### config.mk
export PLATFORM = sky130hd
export DESIGN_NAME = vga_timing_decoder
export DESIGN_NICKNAME = d
export VERILOG_FILES = /design/src/rtl/vga_timing_decoder.sv
export SDC_FILE = /design/constraint.sdc
export NUM_CORES = 1
export LEC_CHECK = 0
export BUFFER_PORTS_ARGS = -buffer_cell sky130_fd_sc_hd__buf_2
export CAP_MARGIN = 20
export CELL_PAD_IN_SITES_DETAIL_PLACEMENT = 1
export CELL_PAD_IN_SITES_GLOBAL_PLACEMENT = 1
export CORE_UTILIZATION = 45
export DETAILED_ROUTE_END_ITERATION = 10
export PLACE_DENSITY = 0.79
export SETUP_SLACK_MARGIN = 0.2
export SKIP_CTS_REPAIR_TIMING = 1
export SLEW_MARGIN = 20
export SYNTH_ARGS = -nofsm -noshare
export SYNTH_HDL_FRONTEND = slang
export SYNTH_SLANG_ARGS = --single-unit
### constraint.sdc
create_clock -name clk -period 2.2 [get_ports clk]
set_input_delay 0.22 -clock clk [delete_from_list [all_inputs] [get_ports clk]]
set_output_delay 0.22 -clock clk [all_outputs]
set_load 0.05 [all_outputs]
### src/rtl/vga_timing_decoder.sv
// Recovers pixel position and lock status from raw VGA hs/vs sync inputs.
// Optional timing-error counter enabled by defining VGA_DEC_ERRCNT_EN.
module vga_timing_decoder #(
    parameter int H_TOTAL     = 800,
    parameter int H_START     = 144,
    parameter int H_ACTIVE    = 640,
    parameter int V_TOTAL     = 525,
    parameter int V_START     = 35,
    parameter int V_ACTIVE    = 480,
    parameter int LOCK_FRAMES = 2
) (
    input  logic       clk,
    input  logic       rst_n,
    input  logic       hs,
    input  logic       vs,
    output logic       locked,
    output logic       de,
    output logic [9:0] x,
    output logic [9:0] y,
    output logic       frame_start,
    output logic [7:0] err_count
);

    localparam logic [9:0] H_LAST  = 10'(H_TOTAL - 1);
    localparam logic [9:0] V_LAST  = 10'(V_TOTAL - 1);
    localparam logic [9:0] H_BEG   = 10'(H_START);
    localparam logic [9:0] H_END   = 10'(H_START + H_ACTIVE);
    localparam logic [9:0] V_BEG   = 10'(V_START);
    localparam logic [9:0] V_END   = 10'(V_START + V_ACTIVE);
    localparam logic [9:0] CNT_MAX = 10'd1023;
    localparam logic [1:0] LOCK_N  = 2'(LOCK_FRAMES);

    typedef enum logic [1:0] {SEARCH, TRACK, LOCKED} state_t;

    state_t     state_reg, state_next;
    logic [1:0] sync1_reg, sync2_reg, prev_reg;
    logic [1:0] fall;
    logic       hs_edge, vs_edge;
    logic [9:0] h_cnt_reg, h_cnt_next;
    logic [9:0] v_cnt_reg, v_cnt_next;
    logic [1:0] good_reg, good_next;
    logic       first_hs_reg, first_hs_next;
    logic       line_err, frame_err, any_err;
    logic       locked_reg, de_reg, frame_start_reg;
    logic       de_next;
    logic [9:0] x_reg, y_reg;

    // Bit 0 carries hs, bit 1 carries vs; flops idle high so reset makes no edge.
    always_ff @(posedge clk or negedge rst_n) begin
        if (!rst_n) begin
            sync1_reg <= 2'b11;
            sync2_reg <= 2'b11;
            prev_reg  <= 2'b11;
        end else begin
            sync1_reg <= {vs, hs};
            sync2_reg <= sync1_reg;
            prev_reg  <= sync2_reg;
        end
    end

    assign fall    = prev_reg & ~sync2_reg;
    assign hs_edge = fall[0];
    assign vs_edge = fall[1];

    always_comb begin
        h_cnt_next = h_cnt_reg;
        v_cnt_next = v_cnt_reg;
        if (hs_edge) begin
            h_cnt_next = 10'd0;
        end else if (h_cnt_reg != CNT_MAX) begin
            h_cnt_next = h_cnt_reg + 10'd1;
        end
        if (vs_edge) begin
            v_cnt_next = 10'd0;
        end else if (hs_edge && (v_cnt_reg != CNT_MAX)) begin
            v_cnt_next = v_cnt_reg + 10'd1;
        end
    end

    // A saturated counter means the sync has stopped; the edge check covers bad periods.
    assign line_err  = hs_edge ? (!first_hs_reg && (h_cnt_reg != H_LAST))
                               : (h_cnt_reg == CNT_MAX);
    assign frame_err = vs_edge ? (v_cnt_reg != V_LAST) : (v_cnt_reg == CNT_MAX);
    assign any_err   = line_err | frame_err;

    always_comb begin
        state_next    = state_reg;
        good_next     = good_reg;
        first_hs_next = first_hs_reg;
        if (hs_edge) begin
            first_hs_next = 1'b0;
        end
        case (state_reg)
            SEARCH: begin
                if (vs_edge) begin
                    state_next = TRACK;
                    good_next  = 2'd0;
                end
            end
            TRACK: begin
                if (any_err) begin
                    state_next    = SEARCH;
                    good_next     = 2'd0;
                    first_hs_next = 1'b1;
                end else if (vs_edge) begin
                    good_next = good_reg + 2'd1;
                    if (good_reg + 2'd1 == LOCK_N) begin
                        state_next = LOCKED;
                    end
                end
            end
            LOCKED: begin
                if (any_err) begin
                    state_next    = SEARCH;
                    good_next     = 2'd0;
                    first_hs_next = 1'b1;
                end
            end
            default: begin
                state_next = SEARCH;
                good_next  = 2'd0;
            end
        endcase
    end

    always_ff @(posedge clk or negedge rst_n) begin
        if (!rst_n) begin
            state_reg    <= SEARCH;
            good_reg     <= 2'd0;
            first_hs_reg <= 1'b1;
            h_cnt_reg    <= 10'd0;
            v_cnt_reg    <= 10'd0;
        end else begin
            state_reg    <= state_next;
            good_reg     <= good_next;
            first_hs_reg <= first_hs_next;
            h_cnt_reg    <= h_cnt_next;
            v_cnt_reg    <= v_cnt_next;
        end
    end

    assign de_next = locked_reg
                   && (h_cnt_reg >= H_BEG) && (h_cnt_reg < H_END)
                   && (v_cnt_reg >= V_BEG) && (v_cnt_reg < V_END);

    // Outputs trail the counters by one cycle; frame_start lines up with the counter load.
    always_ff @(posedge clk or negedge rst_n) begin
        if (!rst_n) begin
            locked_reg      <= 1'b0;
            frame_start_reg <= 1'b0;
            de_reg          <= 1'b0;
            x_reg           <= 10'd0;
            y_reg           <= 10'd0;
        end else begin
            locked_reg      <= (state_next == LOCKED);
            frame_start_reg <= vs_edge && locked_reg;
            de_reg          <= de_next;
            x_reg           <= de_next ? (h_cnt_reg - H_BEG) : 10'd0;
            y_reg           <= de_next ? (v_cnt_reg - V_BEG) : 10'd0;
        end
    end

    assign locked      = locked_reg;
    assign frame_start = frame_start_reg;
    assign de          = de_reg;
    assign x           = x_reg;
    assign y           = y_reg;

`ifdef VGA_DEC_ERRCNT_EN
    logic [7:0] err_count_reg;

    always_ff @(posedge clk or negedge rst_n) begin
        if (!rst_n) begin
            err_count_reg <= 8'd0;
        end else if (any_err && (state_reg != SEARCH) && (err_count_reg != 8'hFF)) begin
            err_count_reg <= err_count_reg + 8'd1;
        end
    end

    assign err_count = err_count_reg;
`else
    assign err_count = 8'd0;
`endif

endmodule

==> impl_metrics.env <==
export IMPL_rows=28
export IMPL_worst_slack_ns=0.221
export IMPL_synth_top_family_by_area="simple AND/OR/NAND/NOR gates"
export IMPL_grt_pass1_vias=2034
export IMPL_worstSetupStartpointType="flop"
export IMPL_rrSetupSlack_ns=0.22
export IMPL_synth_cells=276
export IMPL_finalPower_mw=2.13
export IMPL_avgViaCountPerCell=5.36
export IMPL_rsz0062_at_grt="true"
export IMPL_yosysWarnings=0
export IMPL_clkTransAtPathRegs_ns=0.11
export IMPL_vias=2064
export IMPL_maxCapViolCount=0
export IMPL_clock_latency_ns=0.31
export IMPL_final_core_util_pct=52.3
export IMPL_io_pins=35
export IMPL_dpl_hpwl_um=4230
export IMPL_nets=325
export IMPL_power_density_nw_per_um2=688
export IMPL_maxSlewHeadroom_pct=55.8
export IMPL_synthTopCellsByArea="dfrtp_1, dfstp_2, nor2_1"
export IMPL_finalSetupTns_ns=0
export IMPL_drv_slew=0
export IMPL_ys_seq_elements=54
export IMPL_skew_ns=0.00870
export IMPL_antenna_found_initial=0
export IMPL_critPathKind="reg -> reg"
export IMPL_route_antenna_remaining_nets=0
export IMPL_fin_crit_sh_pct=90.0
export IMPL_path_max_fanout=9
export IMPL_cp_cell_sequence="ha_1, nand4_1, nor3_2, nor2_4, a41oi_1, a21boi_1"
export IMPL_firstDrtPassIters=4
export IMPL_crit_required_ns=2.44
export IMPL_drc=0
export IMPL_ctsRootBufferMaster="clkbuf_8"
export IMPL_clock_sinks=54
export IMPL_synthAdderAreaFrac_pct=5.46
export IMPL_die_area_sq_um=6430
export IMPL_grt_pass1_wl_um=10000
export IMPL_overflow=0
export IMPL_final_layout_size_suffix_gt1_share_pct=21.6
export IMPL_grt_usage_pct=20.2
export IMPL_yosysSeqAreaShare_pct=49.5
export IMPL_core_area_sq_um=5920
export IMPL_setup_viol=0
export IMPL_crit_arrival_ns=2.22
export IMPL_p_leak_nw=1.51
export IMPL_crit_path_max_incr_delay_ns=0.52
export IMPL_r2r_start="h_cnt_reg[4]"
export IMPL_routed_wl_um=5900
export IMPL_outcome="completed"
export IMPL_ir_worst_vdd_mv=0.401
export IMPL_pre_cts_ws_ns=0.241
export IMPL_hp_class="in -> async"
export IMPL_cts_inserted_buffers=5
export IMPL_synth_compound_area_share_pct=8.51
export IMPL_die_x_um=80.2
export IMPL_fin_crit_ns=1.98
export IMPL_synth_edf_count=0
export IMPL_max_freq_ghz=0.505
export IMPL_async_flop_share_pct=100
export IMPL_h_tree_depth=2
export IMPL_synth_area_mux_share_pct=1.50
export IMPL_synth_top_area_cell="dfrtp_1"
export IMPL_r2r_cells=6
export IMPL_drt_iter0_drc=128
export IMPL_synth_xor_area_share_pct=6.37
export IMPL_netlist_area_sq_um=2750
export IMPL_timing_rr_end="locked"
export IMPL_die_h_um=80.2
export IMPL_syn2layout_area_growth_pct=12.7
export IMPL_synth_cell_types=52
export IMPL_cts_buffer_depth=2
export IMPL_endpoint_kind="flop"
export IMPL_worst_path_buf_inv=0
export IMPL_critPathSlowestCell="dfrtp_1"
export IMPL_crit_end="locked"
export IMPL_gp_congestion=0.781
export IMPL_critPathTopFamily="simple AND/OR/NAND/NOR gates"
export IMPL_worst_pin_slew_ns=0.663
export IMPL_yosys_area_share_simple_pct=21.1
export IMPL_antennaDiodeCount=0
export IMPL_yosys_area_top_type_share_pct=42.8
export IMPL_hold_violations=0
export IMPL_ys_flop_type="dfrtp_1"
export IMPL_crit_start="h_cnt_reg[4]"
export IMPL_cts_tree="done"
export IMPL_numPortBuffers=26
export IMPL_avgSynthCellArea_sq_um=9.96
export IMPL_initial_core_util_pct=46.4
export IMPL_grt_max_degree=55
export IMPL_path_depth=6
export IMPL_avgRoutedWirePerCell_um=15.3
==> per-stage QoR <==
step	hold WS, ns	instance area, sq um	cells
after floorplan	-0.0756	2780	283
after global placement	0.325	2970	375
after detailed placement	0.327	2970	375
after CTS	-0.00747	3060	383
after global routing	0.0637	3100	385
final	0.0224	3100	385
==> worst min path at each step <==
stage / startpoint / end / slack (ns) / depth (start not counted)
finish: rst_n / de / 0.02 / 2
global route: rst_n / h_cnt_reg[5] / 0.06 / 2
floorplan: rst_n / de / -0.08 / 0
global placement: hs / sync1_reg[0] / 0.32 / 1
CTS: vs / sync1_reg[1] / -0.007 / 1
detailed placement: vs / sync1_reg[1] / 0.33 / 1
==> cell families after synthesis <==
kind of cell               Yosys count
other                                1
buffers and inverters               37
xor gates and xnor gates            20
and+or+nand+nor                    115
AOI/OAI and AO/OA                   33
muxes                                4
adders and majority gates           12
DFF                                 54
==> cell usage in the layout (no fill, tap or decap), drive strengths merged, types with 2 or more instances in the layout <==
cell type,Yosys,final
dlygate4sd3,0,2
nand4,9,9
nor4,4,4
dfrtp,47,47
o21ai,5,5
xor2,10,10
ha,12,12
or3,4,4
mux2i,3,3
nor3,8,8
conb,1,8
nand3,8,8
and2,2,2
clkbuf,4,5
dfstp,7,7
xnor2,10,10
inv,13,14
o31a,2,2
nand2,17,17
nand2b,6,6
nor2b,6,6
buf,20,41
a21boi,2,2
o31ai,2,2
nor2,46,46
a31oi,2,2
a21oi,8,8
==> area by class of cell <==
class	count	area [sq um]
Timing Repair Buffer	43	275
Multi-Input combinational cell	192	1230
Sequential cell	54	1360
Fill cell	697	2820
Inverter	13	48.8
Tap cell	75	93.8
Clock inverter	3	25.0
Clock buffer	5	68.8
==> synth_stat cells (all sizes together) (2+ instances only) <==
| cell type | number |
|---|---|
| o31a | 2 |
| and2 | 2 |
| ha | 12 |
| a31oi | 2 |
| nor2b | 6 |
| nand2 | 17 |
| dfstp | 7 |
| o21ai | 5 |
| buf | 20 |
| a21boi | 2 |
| nor4 | 4 |
| dfrtp | 47 |
| nand4 | 9 |
| clkbuf | 4 |
| or3 | 4 |
| mux2i | 3 |
| nor3 | 8 |
| nand3 | 8 |
| inv | 13 |
| nand2b | 6 |
| o31ai | 2 |
| a21oi | 8 |
| nor2 | 46 |
| xnor2 | 10 |
| xor2 | 10 |
==> where the power goes <==
group | leakage [nW] | internal, mW | total, mW | switching [mW]
sequential | 0.722 | 1.06 | 1.13 | 0.0654
clock | 0.0447 | 0.230 | 0.568 | 0.338
combinational | 0.746 | 0.166 | 0.435 | 0.269
total | 1.51 | 1.46 | 2.13 | 0.672
==> per-layer routing <==
metal	track usage, %	vias to the layer above	part of all wire [%]
li1	-	974	-
met1	27.4	1031	46
met2	33.7	53	50
met3	3.75	6	3.5
met4	3.75	0	0.64
met5	0	-	0
(Power assumes the default switching activity.)
